<file path="src/rtl/bpu_pkg.sv">
// Shared types and helpers for the branch prediction unit.
// Index and tag extraction are written for PCs up to 64 bits wide.
package bpu_pkg;

    localparam logic [1:0] CNT_WEAK_T  = 2'b10;
    localparam logic [1:0] CNT_WEAK_NT = 2'b01;

    typedef struct packed {
        logic        valid;
        logic [63:0] tag;
        logic [63:0] target;
        logic        is_jmp;
    } btb_entry_t;

    function automatic int unsigned idx_of(logic [63:0] pc, int unsigned idx_w);
        return 32'((pc >> 2) & ((64'd1 << idx_w) - 64'd1));
    endfunction

    function automatic logic [63:0] tag_of(logic [63:0] pc, int unsigned idx_w);
        return pc >> (idx_w + 2);
    endfunction

endpackage

</file>
<file path="src/rtl/bht_sat_counter.sv">
// One BHT entry: saturating up/down counter that resets to weak-not-taken
// and loads weak-taken on allocation. Priority is init > inc > dec.
module bht_sat_counter
    import bpu_pkg::*;
#(
    parameter int CNT_W = 2
) (
    input  logic             clk,
    input  logic             rst,
    input  logic             init,
    input  logic             inc,
    input  logic             dec,
    output logic [CNT_W-1:0] cnt
);

    localparam logic [CNT_W-1:0] WEAK_T  = CNT_W'(CNT_WEAK_T) << (CNT_W - 2);
    localparam logic [CNT_W-1:0] WEAK_NT = WEAK_T - CNT_W'(1);

    always_ff @(posedge clk) begin
        if (rst) begin
            cnt <= WEAK_NT;
        end else if (init) begin
            cnt <= WEAK_T;
        end else if (inc && (cnt != '1)) begin
            cnt <= cnt + CNT_W'(1);
        end else if (dec && (cnt != '0)) begin
            cnt <= cnt - CNT_W'(1);
        end
    end

endmodule

</file>
<file path="src/rtl/branch_predict_unit.sv">
// Fetch PC register with direct-mapped BTB + 2-bit BHT; predicts at IF, resolves at EXE.
// Optional BPU_PERF_CNT_EN adds trained-instruction and mispredict counters.
module branch_predict_unit
    import bpu_pkg::*;
#(
    parameter int              XLEN        = 64,
    parameter int              BTB_ENTRIES = 16,
    parameter int              CNT_W       = 2,
    parameter logic [XLEN-1:0] RESET_VEC   = '0
) (
    input  logic            clk,
    input  logic            rst,
    input  logic            stall_if,
    output logic [XLEN-1:0] pc_if,
    output logic            pred_taken_if,
    output logic [XLEN-1:0] pred_pc_if,
    input  logic            exe_valid,
    input  logic            exe_is_br,
    input  logic            exe_is_jmp,
    input  logic [XLEN-1:0] exe_pc,
    input  logic            exe_taken,
    input  logic [XLEN-1:0] exe_target,
    input  logic [XLEN-1:0] exe_pred_pc,
    output logic            mispredict
`ifdef BPU_PERF_CNT_EN
    ,
    output logic [31:0]     perf_br_cnt,
    output logic [31:0]     perf_miss_cnt
`endif
);

    localparam int IDX_W = $clog2(BTB_ENTRIES);

    btb_entry_t       btb [BTB_ENTRIES];
    logic [CNT_W-1:0] cnt [BTB_ENTRIES];
    logic [XLEN-1:0]  pc_q;
    logic [IDX_W-1:0] if_idx;
    logic [IDX_W-1:0] ex_idx;
    logic             if_hit;
    logic             ex_hit;
    logic [XLEN-1:0]  true_pc;
    logic             train;
    logic             alloc;
    logic             alias_clr;

    assign pc_if  = pc_q;
    assign if_idx = IDX_W'(idx_of(64'(pc_q), IDX_W));
    assign ex_idx = IDX_W'(idx_of(64'(exe_pc), IDX_W));
    assign if_hit = btb[if_idx].valid && (btb[if_idx].tag == tag_of(64'(pc_q), IDX_W));
    assign ex_hit = btb[ex_idx].valid && (btb[ex_idx].tag == tag_of(64'(exe_pc), IDX_W));

    assign pred_taken_if = if_hit && (btb[if_idx].is_jmp || cnt[if_idx][CNT_W-1]);
    assign pred_pc_if    = pred_taken_if ? btb[if_idx].target[XLEN-1:0] : pc_q + XLEN'(4);

    assign true_pc    = exe_taken ? exe_target : exe_pc + XLEN'(4);
    assign mispredict = exe_valid && (true_pc != exe_pred_pc);

    assign train     = exe_valid && (exe_is_br || exe_is_jmp);
    assign alloc     = train && !ex_hit && exe_taken;
    // A non-control instruction that was predicted taken hit a stale alias.
    assign alias_clr = exe_valid && !exe_is_br && !exe_is_jmp && mispredict;

    always_ff @(posedge clk) begin
        if (rst) begin
            pc_q <= RESET_VEC;
        end else if (mispredict) begin
            pc_q <= true_pc;
        end else if (!stall_if) begin
            pc_q <= pred_pc_if;
        end
    end

    always_ff @(posedge clk) begin
        if (rst) begin
            for (int i = 0; i < BTB_ENTRIES; i++) begin
                btb[i].valid <= 1'b0;
            end
        end else begin
            if (train && ex_hit && exe_taken) begin
                btb[ex_idx].target <= 64'(exe_target);
            end
            if (alloc) begin
                btb[ex_idx] <= '{valid:  1'b1,
                                 tag:    tag_of(64'(exe_pc), IDX_W),
                                 target: 64'(exe_target),
                                 is_jmp: exe_is_jmp};
            end
            if (alias_clr) begin
                btb[ex_idx].valid <= 1'b0;
            end
        end
    end

    for (genvar g = 0; g < BTB_ENTRIES; g++) begin : g_bht
        logic sel;
        assign sel = (ex_idx == IDX_W'(g));
        bht_sat_counter #(.CNT_W(CNT_W)) u_cnt (
            .clk  (clk),
            .rst  (rst),
            .init (alloc && sel),
            .inc  (train && ex_hit && exe_taken && sel),
            .dec  (train && ex_hit && !exe_taken && sel),
            .cnt  (cnt[g])
        );
    end

`ifdef BPU_PERF_CNT_EN
    always_ff @(posedge clk) begin
        if (rst) begin
            perf_br_cnt   <= '0;
            perf_miss_cnt <= '0;
        end else begin
            perf_br_cnt   <= perf_br_cnt + 32'(train);
            perf_miss_cnt <= perf_miss_cnt + 32'(mispredict);
        end
    end
`endif

endmodule

</file>
<file path="config.mk">
export PLATFORM = sky130hd
export DESIGN_NAME = branch_predict_unit
export DESIGN_NICKNAME = d
export VERILOG_FILES = /design/src/rtl/bpu_pkg.sv /design/src/rtl/bht_sat_counter.sv /design/src/rtl/branch_predict_unit.sv
export SDC_FILE = /design/constraint.sdc
export NUM_CORES = 2
export LEC_CHECK = 0
export CAP_MARGIN = 20
export CORE_MARGIN = 3
export CORE_UTILIZATION = 38
export DETAILED_ROUTE_END_ITERATION = 12
export DONT_BUFFER_PORTS = 1
export PLACE_DENSITY = 0.5
export SYNTH_ARGS = -nofsm -noshare
export SYNTH_HDL_FRONTEND = slang
export SYNTH_SLANG_ARGS = --single-unit
</file>
<file path="constraint.sdc">
create_clock -name clk -period 7.63 [get_ports clk]
set_clock_uncertainty 0.2 [all_clocks]
set_input_delay 1.1445 -clock clk [delete_from_list [all_inputs] [get_ports clk]]
set_output_delay 1.1445 -clock clk [all_outputs]
set_load 0.005 [all_outputs]
</file>
==> results.txt <==
----------------------------------------------------
[Routing]
  Residual antenna-violating net count after detailed routing ... 0
  Starting DRC count in detailed routing ... 8239
  Detailed-routing iteration count for the pre-antenna-repair pass ... 12
  Vias per inst ... 6.50
  Drt drc ... 1
  Total wirelength of the detailed-routed design ... 394000 µm
  Routed via count ... 61100
  Final routed wire length divided by cell count ... 41.9 µm

[Finish]
  Post-layout instance area ... 109000 µm²
  Ratio of cells with drive above 1 in the final layout ... 22.8%
  Layout filler cell count ... 22300
  FF+latch area ... 61600 µm²
  Combined area of the multi-input logic cells ... 33100 µm²
  Commonest non-fill, non-tap cell in the layout ... edfxtp_1
  Net total in the final layout ... 6047
  Area overhead of the layout relative to synthesis ... 12.7%
  Non-filler instance count after layout ... 9399
  Highest-count cells in the layout ignoring fill and taps ... edfxtp_1, mux4_2, nand2_1

[Clock tree]
  Clock latency on the worst-skew pair ... 0.92 ns
  TritonCTS Buffers ... 225
  Post-CTS setup buffer count ... 0
  Hold Buf Count CTS ... 0
  Total number of H-tree levels ... 4
  Post-cts repair resize count ... 0
  CTS Root Cell ... clkbuf_16
  Clock net sink count ... 2084
  CTS tree ... done
  Reg clk slew, reported paths ... 0.06 ns
  Clk buf depth ... 3

[Floorplanning]
  Vertical die dimension ... 510 µm
  Overall die area ... 260000 µm²
  Die width ... 510 µm
  Core outline area ... 252000 µm²
  Row Count ... 184
  # IOs ... 329
  Initial Utilization ... 38.3%

[Worst hold path]
  Hold WC Path Type ... in -> reg

[Worst setup path]
  Crit path kind ... in -> out
  Arr. time, crit path ... 6.16 ns
  Sort of element at the start of the critical path ... input port
  Largest fanout on the critical path ... 218
  Required time of the worst setup path ... 6.29 ns
  Crit path capture type ... primary output

[Run]
  Count of maximum capacitance violations ... 0

[Global route]
  Antenna violations before repair ... 26
  Largest net degree at the start of global routing ... 237
  Vias in the first global route ... 58600
  Overall overflow remaining after global route ... 0
  Total global-route track usage ... 29.8%
  Wire length of the first global-routing pass ... 529000 µm

[Logic synthesis]
  EDFF count, synth ... 1984
  Register bit count reported by yosys ... 2084
  Netlist cell types ... 92
  Avg Inst Size Synth ... 16.6 µm²
  Ys flop type ... edfxtp_1
  Fraction of synthesis flops using an asynchronous set or reset pin ... 0%
  Synth warn ... 0
  Seq/Total Area, Yosys ... 63.7%
  Syn Nets ... 6034
  Cell count after synthesis ... 5830
  Cell area after synthesis ... 96600 µm²

[Placed design]
  Placement-stage worst setup slack ... 0.641 ns
  Count of input and output buffers ... 0
  Number of cells in the design after placement ... 8964
  Area after DPL ... 102000 µm²
  Hpwl dp ... 263000 µm
  RePlAce Congestion ... 0.989

[Timing]
  Summed negative setup slack over all endpoints ... 0 ns
  Count of pins over their slew limit ... 0
  Tmin final ... 7.51 ns
  Total of endpoints with negative setup slack in the final report ... 0
  Relative max-transition margin ... 18.6%
  Share of the clock period used by the worst path ... 98.4%
  Final hold viol count ... 0
  Achievable clock frequency ... 133 MHz
  Transition time of the tightest slew-check pin ... 1.22 ns
  RSZ-0062 raised after global routing ... false
  Final setup slack of the worst path ... 0.123 ns

[Pwr]
  Worst VDD drop ... 0.000217 V
  Sum of internal, switching and leakage power ... 0.0262 W
  Power per cell area ... 241 nW/µm²
  Leak ... 33.9 nW

[Outcome]
  Outcome ... complete, but fails checks
  Violations in the final reports ... design-rule violations

----------------------------------------------------
[kinds of logic after synthesis]
kind of cell / synth area share [%]
xor gates and xnor gates: 2.66
AOI/OAI and AO/OA: 5.58
buffers and inverters: 2.35
and+or+nand+nor: 5.43
adders and majority gates: 0.0648
muxes: 20.2
DFF: 63.7
[routing by layer]
metal	part of all wire (%)	vias to the layer above	GRT usage, %
met5	0.012	-	0
met4	5.5	8	13.8
met3	10	719	8.37
met2	44	3509	44.3
met1	40	33000	40.7
li1	-	23900	-
[where the power goes]
part | internal, W | switching [W] | total, W
clock network | 0.00611 | 0.00480 | 0.0109
registers | 0.0126 | 0.000186 | 0.0128
logic | 0.00101 | 0.00151 | 0.00252
[registers in the layout, indices dropped and copies added, names as in the netlist, named ones only]
register and count:
g_bht.u_cnt.cnt 32, btb 1984, pc_if 64
[through the flow]
step / hold slack, ns / util (%)
after floorplan: 0.257 / -
after global placement: 0.268 / 40.3
after detailed placement: 0.271 / 40.3
after CTS: 0.0466 / 43.2
after global routing: 0.0666 / 43.2
final: 0.117 / 43.2
[layout make-up]
class | instances | share of cell area [%]
clock buffer | 276 | 5.38
multi-input combinational | 3244 | 30.3
sequential | 2084 | 56.6
timing repair buffer | 216 | 2.18
antenna | 12 | 0.0276
inverter | 72 | 0.258
clock inverter | 147 | 1.40
tap | 3348 | 3.85
[cells in the mapped netlist (all sizes together), types with 20 or more instances]
cell       n  share of area (%)
a211oi    67               0.52
a21oi    119               0.62
a221oi    62               0.56
a22o      40               0.36
a22oi     53               0.41
a311oi    30               0.27
a31oi     49               0.32
and2      23               0.15
and3      48               0.31
buf      229                1.3
clkbuf   201               0.78
dfxtp    100                2.1
edfxtp  1984                 62
inv       69               0.27
mux2      85                1.0
mux2i    332                3.4
mux4     675                 16
nand2    398                1.5
nand2b    21               0.14
nand3    108               0.56
nand4     56               0.37
nor2     224               0.87
nor2b     20               0.13
nor3      68               0.37
nor4      49               0.35
o211ai    23               0.18
o21ai    114               0.59
o22ai     30               0.19
xnor2    204                1.8
xor2      87               0.79
[critical path: stages]
cell       delay [ns]
nand4_1          0.57
or4_1            0.70
nor3_1           0.78
xor2_1           0.13
mux2i_1          0.28
xnor2_1          0.36
a2111oi_0        0.73
nand4_1          0.40
o41ai_4          0.35
clkinv_2         0.20
[final timing paths]
check                   startpoint                    end  slack (ns)  cells past startpoint
min reg2reg  g_bht[2].u_cnt.cnt[0]  g_bht[2].u_cnt.cnt[1]        0.29                      2
min                 exe_target[51]             btb[2][52]        0.12                      0
max reg2reg             btb[7][91]            btb[7][123]        1.62                     15
max                      exe_pc[5]             mispredict        0.12                     10
Power figures use the tool's default switching activity.
